File: src/rtl/debounce_bank.sv
// Multi-channel debouncer: two-flop synchroniser, stability counter, one-cycle
// rise/fall pulses and a per-channel auto-repeat "press" generator.
module debounce_bank #(
    parameter int CLK_FREQUENCY     = 100_000_000,
    parameter int DEBOUNCE_DELAY_US = 1_000,
    parameter int REPEAT_DELAY_US   = 500_000,
    parameter int REPEAT_PERIOD_US  = 100_000,
    parameter int NUM_CH            = 5
) (
    input  logic              clk,
    input  logic              rst,
    input  logic [NUM_CH-1:0] din,
    input  logic [NUM_CH-1:0] repeat_en,
    output logic [NUM_CH-1:0] dout,
    output logic [NUM_CH-1:0] rise,
    output logic [NUM_CH-1:0] fall,
    output logic [NUM_CH-1:0] press
);

    localparam int CYC_PER_US = CLK_FREQUENCY / 1_000_000;
    localparam int DB_CYCLES  = CYC_PER_US * DEBOUNCE_DELAY_US;
    localparam int RD_CYCLES  = CYC_PER_US * REPEAT_DELAY_US;
    localparam int RP_CYCLES  = CYC_PER_US * REPEAT_PERIOD_US;
    localparam int RT_MAX     = (RD_CYCLES > RP_CYCLES) ? RD_CYCLES : RP_CYCLES;
    localparam int DBW        = $clog2(DB_CYCLES + 1);
    localparam int RTW        = $clog2(RT_MAX + 1);

    localparam logic [DBW-1:0] DB_LAST = DBW'(DB_CYCLES - 1);
    localparam logic [RTW-1:0] RD_LAST = RTW'(RD_CYCLES - 1);
    localparam logic [RTW-1:0] RP_LAST = RTW'(RP_CYCLES - 1);

    typedef enum logic {
        RPT_DELAY,
        RPT_PERIOD
    } rpt_state_e;

    logic [NUM_CH-1:0] sync1_q;
    logic [NUM_CH-1:0] sync2_q;

    // NOTE: synchronous active-high reset; every register uses non-blocking assignments.
    always_ff @(posedge clk) begin
        if (rst) begin
            sync1_q <= '0;
            sync2_q <= '0;
        end else begin
            sync1_q <= din;
            sync2_q <= sync1_q;
        end
    end

    for (genvar ch = 0; ch < NUM_CH; ch++) begin : g_ch
        logic             s;
        logic [DBW-1:0]   db_cnt_q, db_cnt_d;
        logic             dout_q, dout_d;
        logic             rise_q, rise_d;
        logic             fall_q, fall_d;
        logic [RTW-1:0]   rpt_cnt_q, rpt_cnt_d;
        rpt_state_e       rpt_state_q, rpt_state_d;
        logic             press_q;
        logic             rpt_d;

        assign s = sync2_q[ch];

        // NOTE: every next-state signal is given a default first so no latch is inferred.
        always_comb begin
            db_cnt_d = '0;
            dout_d   = dout_q;
            rise_d   = 1'b0;
            fall_d   = 1'b0;
            if (s != dout_q) begin
                if (db_cnt_q == DB_LAST) begin
                    dout_d = s;
                    rise_d = s;
                    fall_d = ~s;
                end else begin
                    db_cnt_d = db_cnt_q + DBW'(1);
                end
            end
        end

        // A falling dout kills any repeat that would otherwise land with the fall.
        always_comb begin
            rpt_state_d = rpt_state_q;
            rpt_cnt_d   = rpt_cnt_q + RTW'(1);
            rpt_d       = 1'b0;
            if (!dout_q || !repeat_en[ch] || fall_d) begin
                rpt_state_d = RPT_DELAY;
                rpt_cnt_d   = '0;
            end else begin
                case (rpt_state_q)
                    RPT_DELAY: begin
                        if (rpt_cnt_q == RD_LAST) begin
                            rpt_d       = 1'b1;
                            rpt_cnt_d   = '0;
                            rpt_state_d = RPT_PERIOD;
                        end
                    end
                    RPT_PERIOD: begin
                        if (rpt_cnt_q == RP_LAST) begin
                            rpt_d     = 1'b1;
                            rpt_cnt_d = '0;
                        end
                    end
                    default: begin
                        rpt_state_d = RPT_DELAY;
                        rpt_cnt_d   = '0;
                    end
                endcase
            end
        end

        always_ff @(posedge clk) begin
            if (rst) begin
                db_cnt_q    <= '0;
                dout_q      <= 1'b0;
                rise_q      <= 1'b0;
                fall_q      <= 1'b0;
                rpt_cnt_q   <= '0;
                rpt_state_q <= RPT_DELAY;
                press_q     <= 1'b0;
            end else begin
                db_cnt_q    <= db_cnt_d;
                dout_q      <= dout_d;
                rise_q      <= rise_d;
                fall_q      <= fall_d;
                rpt_cnt_q   <= rpt_cnt_d;
                rpt_state_q <= rpt_state_d;
                press_q     <= rise_d | rpt_d;
            end
        end

        assign dout[ch]  = dout_q;
        assign rise[ch]  = rise_q;
        assign fall[ch]  = fall_q;
        assign press[ch] = press_q;
    end

endmodule

File: config.mk
export PLATFORM = sky130hd
export DESIGN_NAME = debounce_bank
export DESIGN_NICKNAME = d
export VERILOG_FILES = /design/src/rtl/debounce_bank.sv
export SDC_FILE = /design/constraint.sdc
export NUM_CORES = 1
export LEC_CHECK = 0
export BUFFER_PORTS_ARGS = -buffer_cell sky130_fd_sc_hd__buf_4
export CAP_MARGIN = 20
export CORE_UTILIZATION = 62
export DETAILED_ROUTE_END_ITERATION = 10
export GPL_TIMING_DRIVEN = 0
export MAX_ROUTING_LAYER = met4
export PLACE_DENSITY = 0.79
export SYNTH_ARGS = -nofsm -noshare
export SYNTH_HDL_FRONTEND = slang
export SYNTH_SLANG_ARGS = --single-unit
File: constraint.sdc
create_clock -name clk -period 3.1 [get_ports clk]
set_input_delay 0.155 -clock clk [delete_from_list [all_inputs] [get_ports clk]]
set_output_delay 0.155 -clock clk [all_outputs]
set_load 0.02 [all_outputs]
==> flow_metrics.py <==
metrics = {
    "setup_path": {
        "crit_slowest_cell": "nor4b_1",
        "cp.arrival_ps": 3060,
        "critPathRequiredTime_ps": 3530,
        "critPathMaxFanout": 6,
        "cp_slowest_stage_delay_ps": 750,
        "worstSetupPathType": "flip-flop to flip-flop",
        "critPathCaptureType": "flip-flop",
        "path_cells": "or4b_1 > or4_1 > buf_2 > nor4b_1 > o21bai_1",
        "cp-start-kind": "flip-flop",
    },
    "routing": {
        "drt_iter0_drc": 372,
        "first_pass_iters": 7,
        "wl_um": 20300,
        "postRouteAntennaNets": 0,
        "via_count": 8300,
        "drc_errors": 0,
        "wl_per_cell_um": 13.3,
        "vias_per_cell": 5.45,
    },
    "floorplanning": {
        "fp.dieH_um": 134,
        "ios": 32,
        "num_rows": 47,
        "core-area_um2": 16800,
        "die_w_um": 134,
        "fp.dieArea_um2": 18000,
        "start_util": 0.645,
    },
    "cts": {
        "htree_levels": 1,
        "clk_pin_slew_ps": 60,
        "clock-root-buffer": "clkbuf_16",
        "cts_tree": "yes",
        "numCtsBuffers": 26,
        "cts_sinks": 250,
        "cts_resized": 0,
        "cts_hold_buffers": 7,
        "postCtsSetupRepairBufs": 0,
        "clk_latency_ps": 520,
        "clockBufferDepth": 3,
    },
    "grt": {
        "use_met3": 0.0363,
        "grtUsageTotal": 0.240,
        "antenna_found_initial": 0,
        "grt_max_degree": 15,
        "grt_pass1_vias": 7956,
        "grt_pass1_wl_um": 35500,
        "gr-usage-met2": 0.396,
        "grt_overflow": 0,
        "grt_busiest_layer": "met2",
        "met1_usage": 0.303,
    },
    "timing": {
        "finalHoldViolations": 0,
        "slew_viol_final": 0,
        "maxSlewHeadroom": 0.276,
        "tns_ps": 0,
        "fin_skew_ps": 12.9,
        "finalSetupViolCount": 0,
        "rsz0062_at_grt": "false",
        "hold_slack_ps": 13.6,
        "fmax_mhz": 380,
        "fin_crit_ps": 2630,
        "worst_pin_slew_ps": 1080,
        "finalCritPeriodShare": 0.850,
    },
    "cells_and_area": {
        "area_growth_pct": 13.3,
        "antenna_cells": 0,
        "nets": 1306,
        "drive_gt1_frac": 0.0868,
        "final_cells": 1522,
    },
    "placed_design": {
        "hpwl_um": 13800,
        "dp.cells": 1469,
        "portBuffers": 31,
        "gp_congestion": 0.851,
    },
    "synth": {
        "yosys_warnings": 0,
        "synth_async_sr_flop_share": 0,
        "synth_compound_area_frac": 0.0221,
        "synth_cell_types": 47,
        "synth-simple-area-share": 0.304,
        "synth_flop_cell": "dfxtp_1",
        "syn_area_um2": 10800,
        "synth_xor_area_frac": 0.157,
        "yosys.area_share.adder": 0.0115,
        "syn_inst": 1217,
        "syn_nets": 1239,
        "synth_area_per_cell_um2": 8.91,
        "synthMuxAreaShare": 0.00461,
        "synth-seq-cells": 250,
        "ys_seq_area_frac": 0.461,
        "synth_edf_count": 0,
        "synth_top_family_by_area": "simple AND/OR/NAND/NOR gates",
    },
    "pwr": {
        "ir_drop_mv": 0.507,
        "powerDensity_nw_per_um2": 517,
        "fin_total_pwr_mw": 6.36,
        "p_leak_nw": 4.03,
    },
    "run": {
        "cap_violations": 0,
    },
    "min_path": {
        "worstHoldPathType": "primary input to flip-flop",
    },
    "status": {
        "status": "finished clean",
    },
}
==> synthesized netlist by cell type, drive strengths merged, types with 5 or more instances <==
cell type	n	area, um^2
nor4b	15	131
dfxtp	250	5000
nor4bb	6	60.1
xnor2	82	718
or4bb	7	78.8
mux2i	5	50.1
buf	33	250
o21ai	8	40.0
nor2	257	965
and2	5	31.3
nand3	81	405
a21oi	9	45.0
or3	8	50.1
and3	34	213
nor2b	10	62.6
nor4	21	131
xor2	112	981
ha	10	125
o21bai	5	37.5
or4	8	60.1
and4	23	201
nor3	26	130
nand2	63	236
nand4	56	350
inv	27	101
clkbuf	22	82.6
==> cell type report <==
cell class	count	area, um^2
Multi-Input combinational cell	885	5410
Sequential cell	250	5000
Fill cell	1305	4530
Clock buffer	36	759
Buffer	55	333
Timing Repair Buffer	39	308
Tap cell	220	275
Clock inverter	10	103
Inverter	27	101
==> worst max-delay path: cells and delay by family, from the launching register on <==
family | cells | cell delay [ps]
and+or+nand+nor | 3 | 1690
buffers and inverters | 1 | 180
DFF | 1 | 430
AOI/OAI and AO/OA | 1 | 250
==> cell families (layout without fill, tap and decap cells) <==
| logic type | count (synthesis) | after routing |
|---|---|---|
| xor gates and xnor gates | 194 | 194 |
| DFF | 250 | 250 |
| muxes | 5 | 5 |
| adders and majority gates | 10 | 10 |
| buffers and inverters | 82 | 167 |
| AOI/OAI and AO/OA | 34 | 34 |
| and+or+nand+nor | 642 | 642 |
==> per-layer routing <==
layer	vias up	wire length, um
met5	-	0
met4	0	434
met3	36	701
met2	120	9610
met1	3855	9570
li1	4289	-
==> metrics by stage <==
| step | area (um^2) | setup slack (ps) | utilization |
|---|---|---|---|
| after floorplan | 10800 | 823 | - |
| after global placement | 11400 | 467 | 0.675 |
| after detailed placement | 11400 | 493 | 0.675 |
| after CTS | 12300 | 435 | 0.731 |
| after global routing | 12300 | 274 | 0.731 |
| final | 12300 | 466 | 0.731 |
==> layout by cell type (no fill, tap or decap), types with 27 or more instances in the layout <==
cell,count
and3_1,34
buf_4,52
clkbuf_16,27
dfxtp_1,250
inv_1,27
nand2_1,63
nand3_1,81
nand4_1,56
nor2_1,257
xnor2_1,82
xor2_1,112
==> path summary, 6_finish.rpt <==
| kind | startpoint | endpoint | slack [ps] | cells after the start |
|---|---|---|---|---|
| worst max-delay path | g_ch[4].db_cnt_q[4]$_SDFF_PP0_ | g_ch[4].press_q$_SDFF_PP0_ | 470 | 5 |
| worst min-delay path | repeat_en[0] | g_ch[0].rpt_state_q$_SDFF_PP0_ | 10 | 3 |
| worst max register to register | g_ch[4].db_cnt_q[4]$_SDFF_PP0_ | g_ch[4].press_q$_SDFF_PP0_ | 470 | 5 |
| worst min register to register | g_ch[4].rpt_cnt_q[0]$_SDFF_PP0_ | g_ch[4].rpt_cnt_q[0]$_SDFF_PP0_ | 430 | 1 |
==> where the power goes <==
group / switching (mW) / internal (mW)
combinational: 0.0280 / 0.0234
clock: 1.21 / 1.87
sequential: 0.00627 / 3.22
total: 1.24 / 5.11
==> flip-flops by register name (all words and copies together), names as in the netlist <==
name,cells
g_ch.rise_q,5
g_ch.press_q,5
g_ch.db_cnt_q,85
g_ch.dout_q,5
g_ch.fall_q,5
sync2_q,5
g_ch.rpt_cnt_q,130
g_ch.rpt_state_q,5
sync1_q,5
(Power assumes the default switching activity.)
